`config.mk`:
```
export PLATFORM = sky130hd
export DESIGN_NAME = button_input
export DESIGN_NICKNAME = d
export VERILOG_FILES = /design/src/rtl/button_input.sv
export SDC_FILE = /design/constraint.sdc
export NUM_CORES = 1
export LEC_CHECK = 0
export ABC_AREA = 0
export CORE_MARGIN = 10
export CORE_UTILIZATION = 40
export DETAILED_ROUTE_END_ITERATION = 10
export PLACE_DENSITY_LB_ADDON = 0.3
export SETUP_SLACK_MARGIN = 0.3
export SLEW_MARGIN = 10
export SYNTH_ARGS = -nofsm -noshare
export SYNTH_HDL_FRONTEND = slang
export SYNTH_SLANG_ARGS = --single-unit
```
`constraint.sdc`:
```
create_clock -name clk -period 2.3 [get_ports clk]
set_input_delay 0.69 -clock clk [delete_from_list [all_inputs] [get_ports clk]]
set_output_delay 0.69 -clock clk [all_outputs]
set_load 0.01 [all_outputs]
```
`src/rtl/button_input.sv`:
```
// button_input: synchronises and debounces the active-low push buttons
// and queues press/release events in a small FIFO for the CPU.
module button_input #(
    parameter int NUM_BUTTONS     = 4,
    parameter int DEBOUNCE_CYCLES = 1000000,
    parameter int FIFO_DEPTH      = 4,
    localparam int BW = (NUM_BUTTONS > 1) ? $clog2(NUM_BUTTONS) : 1
) (
    input  logic                   clk,
    input  logic                   n_rst_async,
    input  logic [NUM_BUTTONS-1:0] buttons_raw,
    output logic [NUM_BUTTONS-1:0] buttons_state,
    output logic                   event_valid,
    input  logic                   event_ready,
    output logic [BW-1:0]          event_button,
    output logic                   event_pressed,
    output logic                   overflow,
    input  logic                   clear_overflow
);
    localparam int CW = $clog2(DEBOUNCE_CYCLES + 1);
    localparam int AW = $clog2(FIFO_DEPTH);
    localparam int EW = BW + 1;

    logic [NUM_BUTTONS-1:0] r_sync1;
    logic [NUM_BUTTONS-1:0] r_sync2;
    logic [NUM_BUTTONS-1:0] r_stable;
    logic [NUM_BUTTONS-1:0] r_pend;
    logic [NUM_BUTTONS-1:0] r_dir;
    logic [CW-1:0]          r_cnt [NUM_BUTTONS];
    logic [EW-1:0]          r_mem [FIFO_DEPTH];
    logic [AW-1:0]          r_rp;
    logic [AW-1:0]          r_wp;
    logic [AW:0]            r_count;
    logic                   r_overflow;

    logic [NUM_BUTTONS-1:0] w_psync;
    logic [NUM_BUTTONS-1:0] w_toggle;
    logic [NUM_BUTTONS-1:0] w_drain;
    logic [BW-1:0]          w_grant;
    logic                   w_any;
    logic                   w_pop;
    logic                   w_push;
    logic                   w_lost;

    assign w_psync       = ~r_sync2;
    assign buttons_state = r_stable;
    assign overflow      = r_overflow;
    assign event_valid   = (r_count != '0);
    assign w_pop         = event_valid && event_ready;
    assign {event_button, event_pressed} = r_mem[r_rp];

    always_comb begin
        w_toggle = '0;
        for (int i = 0; i < NUM_BUTTONS; i++) begin
            w_toggle[i] = (w_psync[i] != r_stable[i]) &&
                          (r_cnt[i] == CW'(DEBOUNCE_CYCLES - 1));
        end
    end

    // Descending scan so the lowest-index pending button wins.
    always_comb begin
        w_any   = 1'b0;
        w_grant = '0;
        for (int i = NUM_BUTTONS - 1; i >= 0; i--) begin
            if (r_pend[i]) begin
                w_any   = 1'b1;
                w_grant = BW'(i);
            end
        end
    end

    assign w_push  = w_any && ((r_count != (AW+1)'(FIFO_DEPTH)) || w_pop);
    assign w_drain = w_push ? (NUM_BUTTONS'(1) << w_grant) : '0;
    assign w_lost  = |(w_toggle & r_pend & ~w_drain);

    always_ff @(posedge clk or negedge n_rst_async) begin
        if (!n_rst_async) begin
            r_sync1  <= '1;
            r_sync2  <= '1;
            r_stable <= '0;
            for (int i = 0; i < NUM_BUTTONS; i++) r_cnt[i] <= '0;
        end else begin
            r_sync1  <= buttons_raw;
            r_sync2  <= r_sync1;
            r_stable <= r_stable ^ w_toggle;
            for (int i = 0; i < NUM_BUTTONS; i++) begin
                if ((w_psync[i] == r_stable[i]) || w_toggle[i])
                    r_cnt[i] <= '0;
                else
                    r_cnt[i] <= r_cnt[i] + CW'(1);
            end
        end
    end

    // A fresh toggle beats a same-cycle drain of the same button.
    always_ff @(posedge clk or negedge n_rst_async) begin
        if (!n_rst_async) begin
            r_pend <= '0;
            r_dir  <= '0;
        end else begin
            for (int i = 0; i < NUM_BUTTONS; i++) begin
                if (w_toggle[i]) begin
                    r_pend[i] <= 1'b1;
                    r_dir[i]  <= ~r_stable[i];
                end else if (w_drain[i]) begin
                    r_pend[i] <= 1'b0;
                end
            end
        end
    end

    always_ff @(posedge clk or negedge n_rst_async) begin
        if (!n_rst_async) begin
            r_rp    <= '0;
            r_wp    <= '0;
            r_count <= '0;
            for (int i = 0; i < FIFO_DEPTH; i++) r_mem[i] <= '0;
        end else begin
            if (w_push) begin
                r_mem[r_wp] <= {w_grant, r_dir[w_grant]};
                r_wp        <= r_wp + AW'(1);
            end
            if (w_pop) r_rp <= r_rp + AW'(1);
            case ({w_push, w_pop})
                2'b10:   r_count <= r_count + (AW+1)'(1);
                2'b01:   r_count <= r_count - (AW+1)'(1);
                default: r_count <= r_count;
            endcase
        end
    end

    always_ff @(posedge clk or negedge n_rst_async) begin
        if (!n_rst_async)        r_overflow <= 1'b0;
        else if (w_lost)         r_overflow <= 1'b1;
        else if (clear_overflow) r_overflow <= 1'b0;
    end
endmodule

```
==> qor.yml <==
antenna_found_initial: 0
die-height_um: 139
switchingPower_mw: 1.36
clkPwrFrac: 0.495
fin_crit_ps: 2250
cts_tree: "yes"
crit_fanout: 4
design.core.area_um2: 13900
leakagePower_nw: 3.06
cts.clk_slew.worst_paths_ps: 50
first_pass_iters: 4
grt_pass1_wl_um: 18700
netlist-cell-type-count: 47
layout_setup_ws_ps: 53.8
synth_edf_count: 0
synth.area.mux_share: 0.0279
rrSetupSlack_ps: 250
run_status: "complete, no violations"
initialDrtViolationCount: 193
internal_power_mw: 4.87
place_hpwl_um: 7200
nets: 621
drc_errors: 0
power_frac_seq: 0.383
syn_inst: 550
synth_area_per_cell_um2: 10.3
overflow: 0
start_kind: "register"
dp.cells: 749
num_io_pins: 17
report.final.hold_viol_count: 0
mostFrequentLayoutCells: "107 x dfrtp_1, 100 x nor2_1, 47 x nand2_1, 45 x xor2_1, 37 x xnor2_1"
clockBufferDepth: 2
worstMarginPinSlew_ps: 488
ant_nets: 0
design_area_um2: 6950
grt_pass1_vias: 3994
cts_inserted_buffers: 17
synth_nets: 568
synth_xor_area_frac: 0.127
start_util: 0.407
drive_above_1_share: 0.162
slew-limit-headroom: 0.672
die_area_um2: 19300
ys_warn_count: 0
ir_worst_vdd_uv: 522
critPathKind: "reg -> out"
num_rows: 43
drv_cap: 0
synthArstFlopShare: 1.00
cp-end-kind: "primary output"
synth_top_family_by_area: "simple AND/OR/NAND/NOR gates"
via_per_inst: 5.05
comb_power_share: 0.123
num_vias: 4020
pre_cts_ws_ps: -389
portBuffers: 16
seq_area_frac_synth: 0.533
power_density_nw_per_um2: 897
ctsHtreeMaxLevel: 4
synth_compound_area_frac: 0.0363
finalSetupViolCount: 0
synth_fa_ha_area_frac: 0.0235
cts_root_buffer: "clkbuf_16"
clock_latency_ps: 410
placed_area_um2: 6100
drt_wl_total_um: 10800
synth_ff_type: "dfrtp_1"
gp_congestion: 0.779
grt_max_degree: 44
hold_ws_ps: 240
clock-sinks: 120
drt-wirelength-per-cell_um: 13.5
grt_usage: 0.115
grt_setup_unrepaired: "yes"
p_sw_frac: 0.219
synthSimpleGateAreaFrac: 0.224
worstPathArrival_ps: 1560
required_ps: 1610
die_x_um: 139
max_freq_mhz: 445
antennaDiodeCount: 0
report.final.slew_viol_count: 0
hp-class: "in -> async"
final_common_cell: "dfrtp_1"
ys_ff_latch: 120
syn2layout_area_growth_pct: 23.0
fin_cells: 796
finClkSkew_ps: 5.60
fin_crit_sh: 0.977
synth_area_um2: 5650
synthesized netlist by cell type, types with 9 or more instances:
cell | instances | area (um2)
and3_1 | 14 | 87.6
dfrtp_1 | 112 | 2800
ha_1 | 9 | 113
inv_1 | 23 | 86.3
nand2_1 | 47 | 176
nand3_1 | 26 | 130
nand4_1 | 19 | 119
nor2_1 | 100 | 375
nor3_1 | 13 | 65.1
o21ai_0 | 18 | 90.1
xnor2_1 | 37 | 324
xor2_1 | 45 | 394
logic make-up after synthesis:
logic type,after synthesis
xor gates and xnor gates,82
adders and majority gates,10
muxes,11
AOI/OAI and AO/OA,34
and+or+nand+nor,259
DFF,120
buffers and inverters,34
metrics by stage:
stage                      util  total power, mW  setup TNS, ps
after global placement    0.440             2.97           -370
after floorplan               -             2.76              0
final                     0.501             6.24              0
after detailed placement  0.440             3.02           -725
after CTS                 0.495             6.24              0
after global routing      0.501             6.50          -5.50
power by group through the flow:
stage	logic, mW	clock network [mW]	registers, mW
after floorplan	0.381	0	2.38
after global placement	0.552	0	2.42
after detailed placement	0.582	0	2.43
after CTS	0.717	3.14	2.38
after global routing	0.850	3.25	2.40
final	0.764	3.09	2.39
sequential cells by signal, summed over array words and instances, names as in the netlist:
name	flops
r_count	3
r_dir	4
overflow	1
r_rp	2
r_sync1	4
r_wp	2
r_sync2	4
r_cnt	80
r_pend	4
r_mem	12
buttons_state	4
worst paths after layout:
path	startpoint	end	depth (start not counted)
max reg2reg	r_count[0]	r_count[2]	10
min in group clk	r_sync1[0]	r_sync2[0]	0
max	r_rp[0]	event_button[0]	3
min reg2reg	r_sync1[0]	r_sync2[0]	0
max in group asynchronous	n_rst_async	r_sync1[1]	2
min	n_rst_async	r_cnt[12]	1
what timing repair did:
item,CTS,global route
gates cloned,0,0
gates resized for setup,35,9
pin swaps,4,3
setup buffers,9,6
hold buffers,0,0
endpoints found under the setup margin,11,81
worst max-delay path: stages, from the launching register on:
cell and delay, ps:
dfrtp_2 400, buf_4 120, mux4_2 490, buf_6 140
per-layer routing:
layer  vias to the layer above  global-route usage  share of wire
li1                       1967                   -              -
met1                      1986               0.141           0.46
met2                        49               0.182           0.49
met3                        18              0.0360          0.032
met4                         0              0.0494          0.019
met5                         -                   0              0
cell type report:
cell class | instances | area (um2)
clock inverters | 7 | 185
flip-flops and latches | 120 | 3020
repair buffers | 45 | 414
well taps | 180 | 225
clock buffers | 25 | 505
fillers | 1231 | 6930
multi-input cells | 396 | 2520
inverters | 23 | 86.3
Note: power is estimated with default switching activity, not from simulation.
